File: src/rtl/cnn16_pkg.sv
// cnn16_pkg: shared types and defaults for the CNN_16 memory arbiter.
package cnn16_pkg;
  typedef enum logic [1:0] {IDLE, ACCESS, WAIT} state_t;
  localparam logic OWNER_HOST = 1'b0;
  localparam logic OWNER_CPU  = 1'b1;
  localparam int DEF_ADDR_W = 12;
  localparam int DEF_DATA_W = 16;
endpackage

File: src/rtl/cnn16_rr_pick.sv
// cnn16_rr_pick: host-priority winner selection with a bounded CPU slot.
module cnn16_rr_pick #(
  parameter int HOST_BURST = 4
) (
  input  logic       host_req,
  input  logic       cpu_req,
  input  logic       sel_in,
  input  logic [3:0] streak,
  output logic       pick_host,
  output logic       pick_cpu
);
  logic cpu_ok;
  always_comb begin
    cpu_ok    = cpu_req && !sel_in;
    pick_cpu  = cpu_ok && (!host_req || streak == 4'(HOST_BURST));
    pick_host = host_req && !pick_cpu;
  end
endmodule

File: src/rtl/cnn16_mem_arbiter.sv
// cnn16_mem_arbiter: sequenced single-port RAM access controller shared by
// the host program loader and the CNN_16 core.
module cnn16_mem_arbiter
  import cnn16_pkg::*;
#(
  parameter int ADDR_W     = DEF_ADDR_W,
  parameter int DATA_W     = DEF_DATA_W,
  parameter int RD_LAT     = 1,
  parameter int HOST_BURST = 4
) (
  input  logic              clkn,
  input  logic              rstn,
  input  logic              sel_in,
  input  logic              host_req,
  input  logic              host_we,
  input  logic [ADDR_W-1:0] host_adr,
  input  logic [DATA_W-1:0] host_wdata,
  output logic              host_gnt,
  output logic [DATA_W-1:0] host_rdata,
  output logic              host_rvalid,
  input  logic              cpu_req,
  input  logic              cpu_we,
  input  logic [ADDR_W-1:0] cpu_adr,
  input  logic [DATA_W-1:0] cpu_wdata,
  output logic              cpu_gnt,
  output logic [DATA_W-1:0] cpu_rdata,
  output logic              mem_ready,
  output logic              mem_write,
  output logic [ADDR_W-1:0] mem_adr,
  output logic [DATA_W-1:0] mem_din,
  input  logic [DATA_W-1:0] mem_dout,
  output logic              busy,
  output logic              owner
);
  state_t     state, state_nxt;
  logic       pick_host, pick_cpu, idle, cap, lat_we, own;
  logic [2:0] cnt;
  logic [3:0] streak;

  cnn16_rr_pick #(.HOST_BURST(HOST_BURST)) u_pick (
    .host_req (host_req),
    .cpu_req  (cpu_req),
    .sel_in   (sel_in),
    .streak   (streak),
    .pick_host(pick_host),
    .pick_cpu (pick_cpu)
  );

  always_ff @(posedge clkn or negedge rstn)
    if (!rstn) state <= IDLE;
    else       state <= state_nxt;

  always_comb
    state_nxt = (state == IDLE)   ? ((pick_host || pick_cpu) ? ACCESS : IDLE) :
                (state == ACCESS) ? (lat_we ? IDLE : WAIT) :
                (cnt == 3'd1)     ? IDLE : WAIT;

  always_comb begin
    idle      = state == IDLE;
    busy      = !idle;
    owner     = own;
    mem_write = state == ACCESS && lat_we;
    host_gnt  = state == ACCESS && own == OWNER_HOST;
    cpu_gnt   = state == ACCESS && own == OWNER_CPU;
    cap       = state == WAIT && cnt == 3'd1;
  end

  // The request latch doubles as the RAM address/data drivers, so they hold between accesses.
  always_ff @(posedge clkn or negedge rstn)
    if (!rstn) begin
      lat_we      <= 1'b0;
      own         <= OWNER_HOST;
      mem_adr     <= '0;
      mem_din     <= '0;
      cnt         <= 3'd0;
      streak      <= 4'd0;
      host_rdata  <= '0;
      cpu_rdata   <= '0;
      host_rvalid <= 1'b0;
      mem_ready   <= 1'b0;
    end else begin
      if (idle && (pick_host || pick_cpu)) begin
        lat_we  <= pick_cpu ? cpu_we : host_we;
        mem_adr <= pick_cpu ? cpu_adr : host_adr;
        mem_din <= pick_cpu ? cpu_wdata : host_wdata;
        own     <= pick_cpu ? OWNER_CPU : OWNER_HOST;
      end
      cnt         <= (state == ACCESS) ? 3'(RD_LAT) : (state == WAIT) ? cnt - 3'd1 : cnt;
      host_rvalid <= cap && own == OWNER_HOST;
      mem_ready   <= cap && own == OWNER_CPU;
      if (cap && own == OWNER_HOST) host_rdata <= mem_dout;
      if (cap && own == OWNER_CPU)  cpu_rdata  <= mem_dout;
      streak <= (sel_in || !cpu_req || (idle && pick_cpu)) ? 4'd0 :
                (idle && pick_host && streak != 4'(HOST_BURST)) ? streak + 4'd1 : streak;
    end
endmodule

File: config.mk
export PLATFORM = sky130hd
export DESIGN_NAME = cnn16_mem_arbiter
export DESIGN_NICKNAME = d
export VERILOG_FILES = /design/src/rtl/cnn16_pkg.sv /design/src/rtl/cnn16_rr_pick.sv /design/src/rtl/cnn16_mem_arbiter.sv
export SDC_FILE = /design/constraint.sdc
export NUM_CORES = 1
export LEC_CHECK = 0
export CAP_MARGIN = 15
export CORE_MARGIN = 3
export CORE_UTILIZATION = 41
export CTS_BUF_LIST = sky130_fd_sc_hd__clkbuf_16
export CTS_CLUSTER_DIAMETER = 40
export DETAILED_ROUTE_END_ITERATION = 6
export GPL_TIMING_DRIVEN = 1
export PLACE_DENSITY = 0.78
export SETUP_SLACK_MARGIN = 0.3
export SLEW_MARGIN = 0
export SYNTH_ARGS = -nofsm -noshare
export SYNTH_HDL_FRONTEND = slang
export SYNTH_SLANG_ARGS = --single-unit
File: constraint.sdc
create_clock -name clkn -period 1.9 [get_ports clkn]
set_clock_uncertainty 0.15 [all_clocks]
set_input_delay 0.19 -clock clkn [delete_from_list [all_inputs] [get_ports clkn]]
set_output_delay 0.19 -clock clkn [all_outputs]
set_load 0.05 [all_outputs]
[Word-level counts from Yosys, hierarchy flattened]
Index checks and enable logic that the tools add are counted.
Operators by class
  reduce and logical (&&, ||, !) cells: 25
  eq/ne operators: 5
  add/sub/neg operators: 2
  multiplexer cells: 13
  bitwise gates (word level): 1
Operator list (number)
  $mux W16: 1
  $logic_and A1 B1 Y1: 13
  $mux W12: 1
  $mux W2: 4
  $mux W4: 2
  $mux W3: 2
  $logic_not A1 Y1: 5
  $add A4 B1 Y4 const B: 1
  $eq A4 B3 Y1 const B: 1
  $logic_or A1 B1 Y1: 4
  $ne A4 B3 Y1 const B: 1
  $reduce_bool A2 Y1: 2
  $eq A3 B1 Y1 const B: 1
  $mux W1: 3
  $sub A3 B1 Y3 const B: 1
  $eq A2 B1 Y1 const B: 1
  $eq A2 B2 Y1 const B: 1
  $logic_not A2 Y1: 1
  $not A1 Y1: 1
Storage, ports and cells
  logic and storage cells: 57
  bits of input ports: 79
  flip-flop bits (word level): 73
  output and inout bits: 67

[Logic depth before layout (Yosys ltp)]
  depth in word-level cells: 9
  depth in mapped cells: 7
  gate-level depth less buffers: 5

[Modules after synthesis]
Synthesis repeated with hierarchy kept, for this count alone.
Unflattened totals
  cells, all modules: 265
  area total of the unflattened synthesis: 3239.4 um^2
By module, submodules not included
  cnn16_mem_arbiter: area an instance 3210.6 um^2, cells an instance 261, times used 1, seq. area each 1826.8 um^2
  cnn16_rr_pick: area an instance 28.8 um^2, cells an instance 4, times used 1, seq. area each 0.0 um^2

[Worst setup path before layout]
OpenSTA, ideal clock, no wires.
  kind: reg2reg
  from: reg own, in the netlist owner
  to: reg host_rdata[10]
  path slack: 4 ps
  clock period less this slack: 1896 ps
  cell stages (with the launch flop): 5
  arrival: 1621 ps
  buffers on the path: 2
  library setup time: 125 ps
  cell sequence: dfrtp_1 nor4bb_1 buf_2 buf_4 mux2_2
Between the ends
  cells in the longest elaborated chain, start to end: 2
Ends and longest elaborated chain
  from (decl): RTL line cnn16_mem_arbiter.sv:36  | logic pick_host, pick_cpu, idle, cap, lat_we, own;
  from (signal assigned): RTL line cnn16_mem_arbiter.sv:86  | own <= pick_cpu ? OWNER_CPU : OWNER_HOST;
  $not A1 Y1: RTL line cnn16_mem_arbiter.sv:91  | if (cap && own == OWNER_HOST) host_rdata <= mem_dout;
  $logic_and A1 B1 Y1: RTL line cnn16_mem_arbiter.sv:91
  to (signal assigned): RTL line cnn16_mem_arbiter.sv:91
  to (decl): RTL line cnn16_mem_arbiter.sv:19  | output logic [DATA_W-1:0] host_rdata,
No other way between the ends.
A chain may end at the register's enable or synchronous reset.

[Worst setup path after layout]
  from: reg state[0]
  to: reg mem_din[12]
Between the ends
  cells in the longest elaborated chain, start to end: 2
Ends and longest elaborated chain
  from (decl): RTL line cnn16_mem_arbiter.sv:35  | state_t state, state_nxt;
  from (signal assigned): RTL line cnn16_mem_arbiter.sv:51  | else state <= state_nxt;
  $logic_not A2 Y1: RTL line cnn16_mem_arbiter.sv:59  | idle = state == IDLE;
  $logic_and A1 B1 Y1: RTL line cnn16_mem_arbiter.sv:82  | if (idle && (pick_host || pick_cpu)) begin
  to (signal assigned): RTL line cnn16_mem_arbiter.sv:85  | mem_din <= pick_cpu ? cpu_wdata : host_wdata;
  to (decl): RTL line cnn16_mem_arbiter.sv:30  | output logic [DATA_W-1:0] mem_din,
No other way between the ends.

==> reports/results.ini <==
[sta]
final-max-slew-violation-count = 0
hold_viol_final = 0
setup_slack_ns = 0.0763
hold_slack_ns = 0.188
worstMarginPinSlew_ns = 0.546
rsz0062_at_grt = yes
fin_crit_sh_pct = 96.0
finalCriticalPeriod_ns = 1.82
relSlewSlack_pct = 63.7
max_freq_mhz = 548
setup_viol = 0

[global_route]
grt_pass1_vias = 3873
grt_max_degree = 67
grt_pass1_wl_microns = 19500
grt_usage_pct = 21.8
antenna_found_initial = 0
gr-total-overflow = 0

[power_and_ir_drop]
p_per_area_nw_per_um2 = 1740
p_leak_nw = 2.97
fin_total_pwr_mw = 11.9
vdd_drop_max_mv = 1.36

[yosys]
synth-seq-cells = 73
synthesis.area_sq_um = 3980
yosysWarnings = 0
syn_avg_cell_area_sq_um = 10.1
synthesis.nets = 481
synthFlopType = dfrtp_1
synth_async_sr_flop_share_pct = 100
seq_area_frac_synth_pct = 45.9
yosysUniqueCellTypes = 35
synthCells = 395
synth_edf_count = 0

[routing]
first_pass_iters = 5
totalWireLength_microns = 12900
vias = 3681
drt-initial-drc-count = 127
ant_nets = 0
viasPerCell = 5.24
wl_per_cell_microns = 18.4
drc = 0

[placement]
gp_congestion = 0.763
place_ws_ns = -0.0500
port_buffers = 145
hpwlAfterDp_microns = 7920

[clock_tree]
path_clk_slew_ns = 0.07
h-tree-depth = 3
clk_latency_ns = 0.33
ctsRootBufferMaster = clkbuf_16
cts_sinks = 73
cts_tree = done
tritoncts.num_buffers = 9
clk_path_buf_depth = 2

[outcome]
outcome = finished, final reports clean

[worst_setup_path]
worstPathArrival_ns = 1.88
critPathKind = reg -> reg
reg2reg_to = mem_din[12]
reg2reg_from = state[0]
end_kind = register
cp.required_ns = 1.95
crit_fanout = 8
worstRegToRegCells = 6
cp-start-kind = register
r2r_setup_slack_ns = 0.08

[floorplanning]
core_area_sq_um = 9330
ios = 146
die_height_microns = 105
dieArea_sq_um = 10900
rows = 35
die_w_microns = 105
start_util_pct = 42.7

[finish]
fin_nets = 654
drive_above_1_share_pct = 36.5
antenna_cells = 0
n_fill_cell = 636
final_util_pct = 73.6
area_growth_pct = 72.4

[run]
maxCapViolations = 0

[min_path]
hold_path.class = in -> async

-- kinds of logic after synthesis --
kind of cell	synth area share (%)
multiplexers	9.33
AO/OA/AOI/OAI	15.0
flip-flops	45.9
buffers and inverters	7.38
AND/OR/NAND/NOR	20.3
adder cells (fa/ha/maj)	2.20
-- per-layer routing --
metal | track usage, % | vias up | share of wire, %
li1 | - | 1705 | -
met1 | 25.6 | 1804 | 39
met2 | 37.0 | 160 | 50
met3 | 8.96 | 12 | 9.7
met4 | 5.44 | 0 | 0.95
met5 | 0 | - | 0
-- worst max path at each step --
| stage | start | end | slack [ns] |
|---|---|---|---|
| floorplan | state[0] | host_rdata[10] | 0.14 |
| global placement | cnt[1] | cpu_rdata[11] | 0.06 |
| detailed placement | cpu_req | mem_adr[11] | -0.05 |
| CTS | state[0] | host_rdata[5] | 0.03 |
| global route | state[0] | mem_din[10] | 0.03 |
| finish | state[0] | mem_din[12] | 0.08 |
-- cells in the mapped netlist, types with 2 or more instances --
master / number / area share [%]
inv_1: 38 / 3.6
ha_1: 7 / 2.2
nor2_1: 64 / 6.0
a2111oi_2: 20 / 7.5
nand2_1: 7 / 0.66
dfrtp_1: 73 / 46
clkbuf_1: 8 / 0.75
buf_6: 4 / 1.1
and2_1: 2 / 0.31
buf_2: 10 / 1.3
buf_1: 3 / 0.28
a2111oi_1: 9 / 2.3
nor2b_1: 2 / 0.31
buf_4: 2 / 0.38
a21oi_1: 36 / 4.5
or2_2: 29 / 4.6
mux2_2: 33 / 9.3
nand3b_1: 31 / 5.8
-- sequential cells by signal, summed over array words and instances (netlist names) --
register	count
owner	1
mem_ready	1
host_rdata	16
cnt	3
mem_adr	12
lat_we	1
streak	4
state	2
cpu_rdata	16
mem_din	16
host_rvalid	1
-- cells in the final DEF (no fill, tap or decap), drive strengths merged, types with 20 or more instances in the layout --
cell,netlist,layout
a2111oi,29,29
a21oi,36,36
buf,19,52
clkbuf,8,21
clkdlybuf4s15,0,20
clkdlybuf4s50,0,76
dfrtp,73,73
dlygate4sd2,0,28
inv,38,41
mux2,33,33
nand3b,31,31
nor2,64,64
or2,29,29
-- critical path, cell delays in order, from the launching register on --
cell and delay, ns:
dfrtp_1 0.43, inv_2 0.12, ha_4 0.20, nand3b_1 0.16, a21oi_4 0.35, buf_12 0.21, a2111oi_4 0.08
-- where the power goes --
group / switching [mW] / total (mW) / internal [mW]
Sequential: 0.538 / 2.84 / 2.30
Clock: 0.725 / 1.77 / 1.04
Combinational: 4.48 / 7.32 / 2.84
-- what timing repair did --
action | in CTS | in global routing
endpoints found under the hold margin | 25 | 0
gates cloned | 4 | 4
hold buffers | 1 | 0
setup endpoints to repair | 123 | 92
resized for setup | 87 | 81
setup buffers | 9 | 12
pin swaps | 6 | 23
-- layout make-up --
class	instances	area, sq um	area share (%)
flip-flops and latches	73	1830	26.6
clock buffers	9	225	3.28
multi-input cells	257	2370	34.6
clock inverters	7	82.6	1.20
repair buffers	189	2050	29.8
inverters	38	146	2.13
well taps	129	161	2.35
-- stage by stage --
step	setup TNS, ns	std cells	instance area [sq um]
CTS	0	686	6410
detailed placement	-0.162	656	5870
global route	0	702	6870
finish	0	702	6870
global placement	0	656	5870
floorplan	0	395	4240
No activity file was read; power rests on OpenSTA's default activity.
